$ cat config.mk
export PLATFORM = sky130hd
export DESIGN_NAME = mips_alu_unit
export DESIGN_NICKNAME = d
export VERILOG_FILES = /design/src/rtl/mips_alu_pkg.sv /design/src/rtl/adder32.sv /design/src/rtl/mips_alu_unit.sv
export SDC_FILE = /design/constraint.sdc
export NUM_CORES = 1
export LEC_CHECK = 0
export BUFFER_PORTS_ARGS = -buffer_cell sky130_fd_sc_hd__buf_2
export CAP_MARGIN = 20
export CORE_MARGIN = 3
export CORE_UTILIZATION = 55
export DETAILED_ROUTE_END_ITERATION = 10
export GPL_ROUTABILITY_DRIVEN = 0
export GPL_TIMING_DRIVEN = 0
export MAX_ROUTING_LAYER = met4
export PLACE_DENSITY = 0.82
export SYNTH_ARGS = -nofsm -noshare
export SYNTH_HDL_FRONTEND = slang
export SYNTH_HIERARCHICAL = 1
export SYNTH_SLANG_ARGS = --single-unit
export TNS_END_PERCENT = 20
$ cat constraint.sdc
create_clock -name clk -period 21.2 [get_ports clk]
set_input_delay 2.12 -clock clk [delete_from_list [all_inputs] [get_ports clk]]
set_output_delay 2.12 -clock clk [all_outputs]
set_load 0.03 [all_outputs]
$ cat src/rtl/mips_alu_pkg.sv
// Shared encodings for the MIPS ALU: main-control class codes, ALU control
// codes, and the decode from (alu_op, funct) to the ALU control code.
package mips_alu_pkg;

  typedef enum logic [2:0] {
    ALU_OP_FUNCT = 3'b000,
    ALU_OP_ADD   = 3'b001,
    ALU_OP_AND   = 3'b010,
    ALU_OP_OR    = 3'b011,
    ALU_OP_SUB   = 3'b100,
    ALU_OP_SLT   = 3'b101,
    ALU_OP_ADD6  = 3'b110,
    ALU_OP_ADD7  = 3'b111
  } alu_op_e;

  typedef enum logic [2:0] {
    CTR_ADD  = 3'b000,
    CTR_SUB  = 3'b001,
    CTR_AND  = 3'b010,
    CTR_OR   = 3'b011,
    CTR_XOR  = 3'b100,
    CTR_NOR  = 3'b101,
    CTR_SLT  = 3'b110,
    CTR_SLTU = 3'b111
  } alu_ctr_e;

  // R-type instructions pass funct straight through; other classes force a code.
  function automatic alu_ctr_e decode_ctr(input logic [2:0] alu_op, input logic [2:0] funct);
    alu_ctr_e ctr;
    case (alu_op_e'(alu_op))
      ALU_OP_FUNCT: ctr = alu_ctr_e'(funct);
      ALU_OP_AND:   ctr = CTR_AND;
      ALU_OP_OR:    ctr = CTR_OR;
      ALU_OP_SUB:   ctr = CTR_SUB;
      ALU_OP_SLT:   ctr = CTR_SLT;
      default:      ctr = CTR_ADD;
    endcase
    return ctr;
  endfunction

endpackage

$ cat src/rtl/adder32.sv
// Ripple-carry adder with carry-in and carry-out; shared by the ALU and the
// two program-counter paths.
module adder32 #(
  parameter int WIDTH = 32
) (
  input  logic [WIDTH-1:0] a,
  input  logic [WIDTH-1:0] b,
  input  logic             cin,
  output logic [WIDTH-1:0] sum,
  output logic             cout
);

  logic [WIDTH:0] carry;

  always_comb begin
    carry    = '0;
    sum      = '0;
    carry[0] = cin;
    for (int i = 0; i < WIDTH; i++) begin
      sum[i]       = a[i] ^ b[i] ^ carry[i];
      carry[i+1]   = (a[i] & b[i]) | (a[i] & carry[i]) | (b[i] & carry[i]);
    end
  end

  assign cout = carry[WIDTH];

endmodule

$ cat src/rtl/mips_alu_unit.sv
// Single-cycle MIPS ALU with PC increment and branch-target generation,
// followed by one output register stage.
module mips_alu_unit
  import mips_alu_pkg::*;
#(
  parameter int WIDTH = 32
) (
  input  logic             clk,
  input  logic             rst,
  input  logic             in_valid,
  input  logic [2:0]       alu_op,
  input  logic [2:0]       funct,
  input  logic [WIDTH-1:0] op_a,
  input  logic [WIDTH-1:0] op_b,
  input  logic [WIDTH-1:0] pc,
  input  logic [5:0]       imm6,
  output logic             out_valid,
  output logic [WIDTH-1:0] result,
  output logic             zero,
  output logic             carry_out,
  output logic             overflow,
  output logic [2:0]       alu_ctr,
  output logic [WIDTH-1:0] pc_plus1,
  output logic [WIDTH-1:0] branch_pc
);

  // Valid semantics: there is no back-pressure. A beat is accepted on every
  // rising edge where in_valid=1 and rst=0; out_valid then pulses high for
  // exactly the cycle its registered result is presented.

  localparam int MSB = WIDTH - 1;

  alu_ctr_e         ctr;
  logic             is_sub;
  logic [WIDTH-1:0] add_b;
  logic [WIDTH-1:0] sum;
  logic             add_cout;
  logic             add_ovf;
  logic [WIDTH-1:0] imm_ext;
  logic [WIDTH-1:0] pc_inc;
  logic [WIDTH-1:0] br_target;
  logic             pc_cout_unused;
  logic             br_cout_unused;
  logic [WIDTH-1:0] next_result;
  logic             next_carry;
  logic             next_ovf;

  always_comb begin
    ctr    = decode_ctr(alu_op, funct);
    is_sub = (ctr == CTR_SUB) || (ctr == CTR_SLT) || (ctr == CTR_SLTU);
    add_b  = is_sub ? ~op_b : op_b;
  end

  adder32 #(.WIDTH(WIDTH)) u_alu_add (
    .a(op_a), .b(add_b), .cin(is_sub), .sum(sum), .cout(add_cout)
  );

  assign add_ovf = (op_a[MSB] == add_b[MSB]) && (sum[MSB] != op_a[MSB]);
  assign imm_ext = {{(WIDTH-6){imm6[5]}}, imm6};

  // Both PC paths fold the +1 into the carry-in so they evaluate in parallel.
  adder32 #(.WIDTH(WIDTH)) u_pc_inc (
    .a(pc), .b('0), .cin(1'b1), .sum(pc_inc), .cout(pc_cout_unused)
  );

  adder32 #(.WIDTH(WIDTH)) u_br_target (
    .a(pc), .b(imm_ext), .cin(1'b1), .sum(br_target), .cout(br_cout_unused)
  );

  always_comb begin
    next_result = '0;
    next_carry  = 1'b0;
    next_ovf    = 1'b0;
    case (ctr)
      CTR_ADD, CTR_SUB: begin
        next_result = sum;
        next_carry  = add_cout;
        next_ovf    = add_ovf;
      end
      CTR_AND:  next_result = op_a & op_b;
      CTR_OR:   next_result = op_a | op_b;
      CTR_XOR:  next_result = op_a ^ op_b;
      CTR_NOR:  next_result = ~(op_a | op_b);
      CTR_SLT:  next_result = {{(WIDTH-1){1'b0}}, sum[MSB] ^ add_ovf};
      CTR_SLTU: next_result = {{(WIDTH-1){1'b0}}, ~add_cout};
      default:  next_result = '0;
    endcase
  end

  always_ff @(posedge clk) begin
    if (rst) begin
      out_valid <= 1'b0;
      result    <= '0;
      zero      <= 1'b0;
      carry_out <= 1'b0;
      overflow  <= 1'b0;
      alu_ctr   <= 3'b000;
      pc_plus1  <= '0;
      branch_pc <= '0;
    end else if (in_valid) begin
      out_valid <= 1'b1;
      result    <= next_result;
      zero      <= ~|next_result;
      carry_out <= next_carry;
      overflow  <= next_ovf;
      alu_ctr   <= ctr;
      pc_plus1  <= pc_inc;
      branch_pc <= br_target;
    end else begin
      out_valid <= 1'b0;
    end
  end

endmodule

==> reports/metrics.csv <==
metric,value,unit
critical-path-max-stage-delay,0.50,ns
io_pins,214,
arrival,18.04,ns
ir_worst_vdd,0.0532,mV
io_buffers,210,
tns,0,ns
fin_skew,0,ns
syn2layout_area_growth,19.5,%
tightest_slew,0.886,ns
fin_crit,17.79,ns
drt_pre_antenna_iters,7,
hold_viol,0,
finish.utilization,67.8,%
end_kind,register,
grt_usage,28.8,%
cts_buffers,9,
drive_above_1_share,23.1,%
holdBufCountCts,0,
fmax,0.0562,GHz
whs,0.465,ns
critPathMaxFanout,10,
p_leak,5.16,nW
initialDrtViolationCount,634,
cts_root_buf,clkbuf_16,
num-fill-cells,1271,
syn_area_per_cell,9.66,µm²
die_w,132,µm
antenna_left,0,
syn_area,8720,µm²
die_h,132,µm
max-cap-violations,0,
layout_commonest_cell,buf_2,
drc,0,
multi_input_area,6120,µm²
nets,1426,
vias_per_cell,5.52,
fin_cells,1370,
crit_path_end,zero,
grt_max_degree,28,
path_common_cell,fa_1,
core_area,15400,µm²
drv_slew,0,
reg2regPathDepth,3,
fp-row-count,45,
rr_endpoint,alu_ctr[2],
crit_start,alu_op[0],
power_density,63.5,nW/µm²
crit_family,adder cells,
grt_pass1_wl,39200,µm
mostFrequentLayoutCells,"buf_2, inv_1, dfxtp_1, nor2_1, fa_1",
vias,7560,
grt_pass1_vias,7813,
dieArea,17400,µm²
r2r_slack,20.38,ns
critPathLaunchType,input port,
yosys_warnings,6,
grt_remaining_overflow,0,
antenna_found_initial,0,
routedWlPerCell,17.7,µm
status,"complete, no violations",
crit_required,21.45,ns
clock_latency,0.34,ns
maxSlewHeadroom,40.6,%
cpMaxStageDelayCell,or4_1,
cts_resized,0,
htree_levels,3,
worstSetupPathType,in2reg,
worstHoldPathType,reg2reg,
critPathBufInv,8,
finalCritPeriodShare,83.9,%
clk_pin_slew_worst_paths,0.06,ns
dp_hpwl,19800,µm
syn_inst,902,
postCtsSetupBuffers,0,
cts_buffer_depth,2,
reg2reg_from,alu_ctr[2],
start_util,56.7,%
rsz0062_at_grt,no,
tritoncts,built,
fin_total_pwr,662,µW
numClockSinks,103,
setup_viol,0,
drt-total-wl,24300,µm
n_antenna_cell,0,
cp.depth,51,
place_inst,1355,
ff_latch_area,2060,µm²
worst min-delay path by stage:
| stage | from | end | depth (start not counted) |
|---|---|---|---|
| after global routing | result[9] | result[9] | 2 |
| after floorplan | result[0] | result[0] | 2 |
| after CTS | carry_out | carry_out | 2 |
| final | carry_out | carry_out | 2 |
| after global placement | result[9] | result[9] | 2 |
| after detailed placement | carry_out | carry_out | 2 |
report_power, final:
part	leakage, nW	switching, mW	internal, mW
logic	4.17	0.178	0.107
registers	0.850	0.0105	0.215
clock network	0.131	0.0693	0.0816
state kept, by name, indices dropped and copies added (netlist names):
| register | cells |
|---|---|
| out_valid | 1 |
| result | 32 |
| pc_plus1 | 32 |
| overflow | 1 |
| branch_pc | 32 |
| zero | 1 |
| alu_ctr | 3 |
| carry_out | 1 |
area by class of cell:
type	count	area share [%]
Multi-Input combinational cell	671	58.7
Sequential cell	103	19.8
Timing Repair Buffer	210	10.1
Inverter	106	3.82
Tap cell	211	2.53
Buffer	54	2.49
Clock buffer	11	2.33
Clock inverter	4	0.216
metal layers:
layer / vias up / share of wire [%] / GRT usage (%)
met3: 63 / 8.9 / 5.65
met1: 3652 / 41 / 36.7
li1: 3480 / - / -
met2: 365 / 47 / 46.4
met4: 0 / 3.2 / 9.68
met5: - / 0 / -
per-stage QoR:
stage          setup WS [ns]  instance area, µm²
3_3_place_gp            3.39               10200
6_report                3.41               10400
5_1_grt                 2.83               10400
3_5_place_dp            3.27               10200
4_1_cts                 3.60               10400
2_1_floorplan           4.52                8840
worst register-to-register path, delay by kind of cell (launching register included):
| family | cells | cell delay [ns] |
|---|---|---|
| compound gates | 1 | 0.16 |
| flops | 1 | 0.34 |
| simple gates | 2 | 0.19 |
No activity file was read; power rests on OpenSTA's default activity.
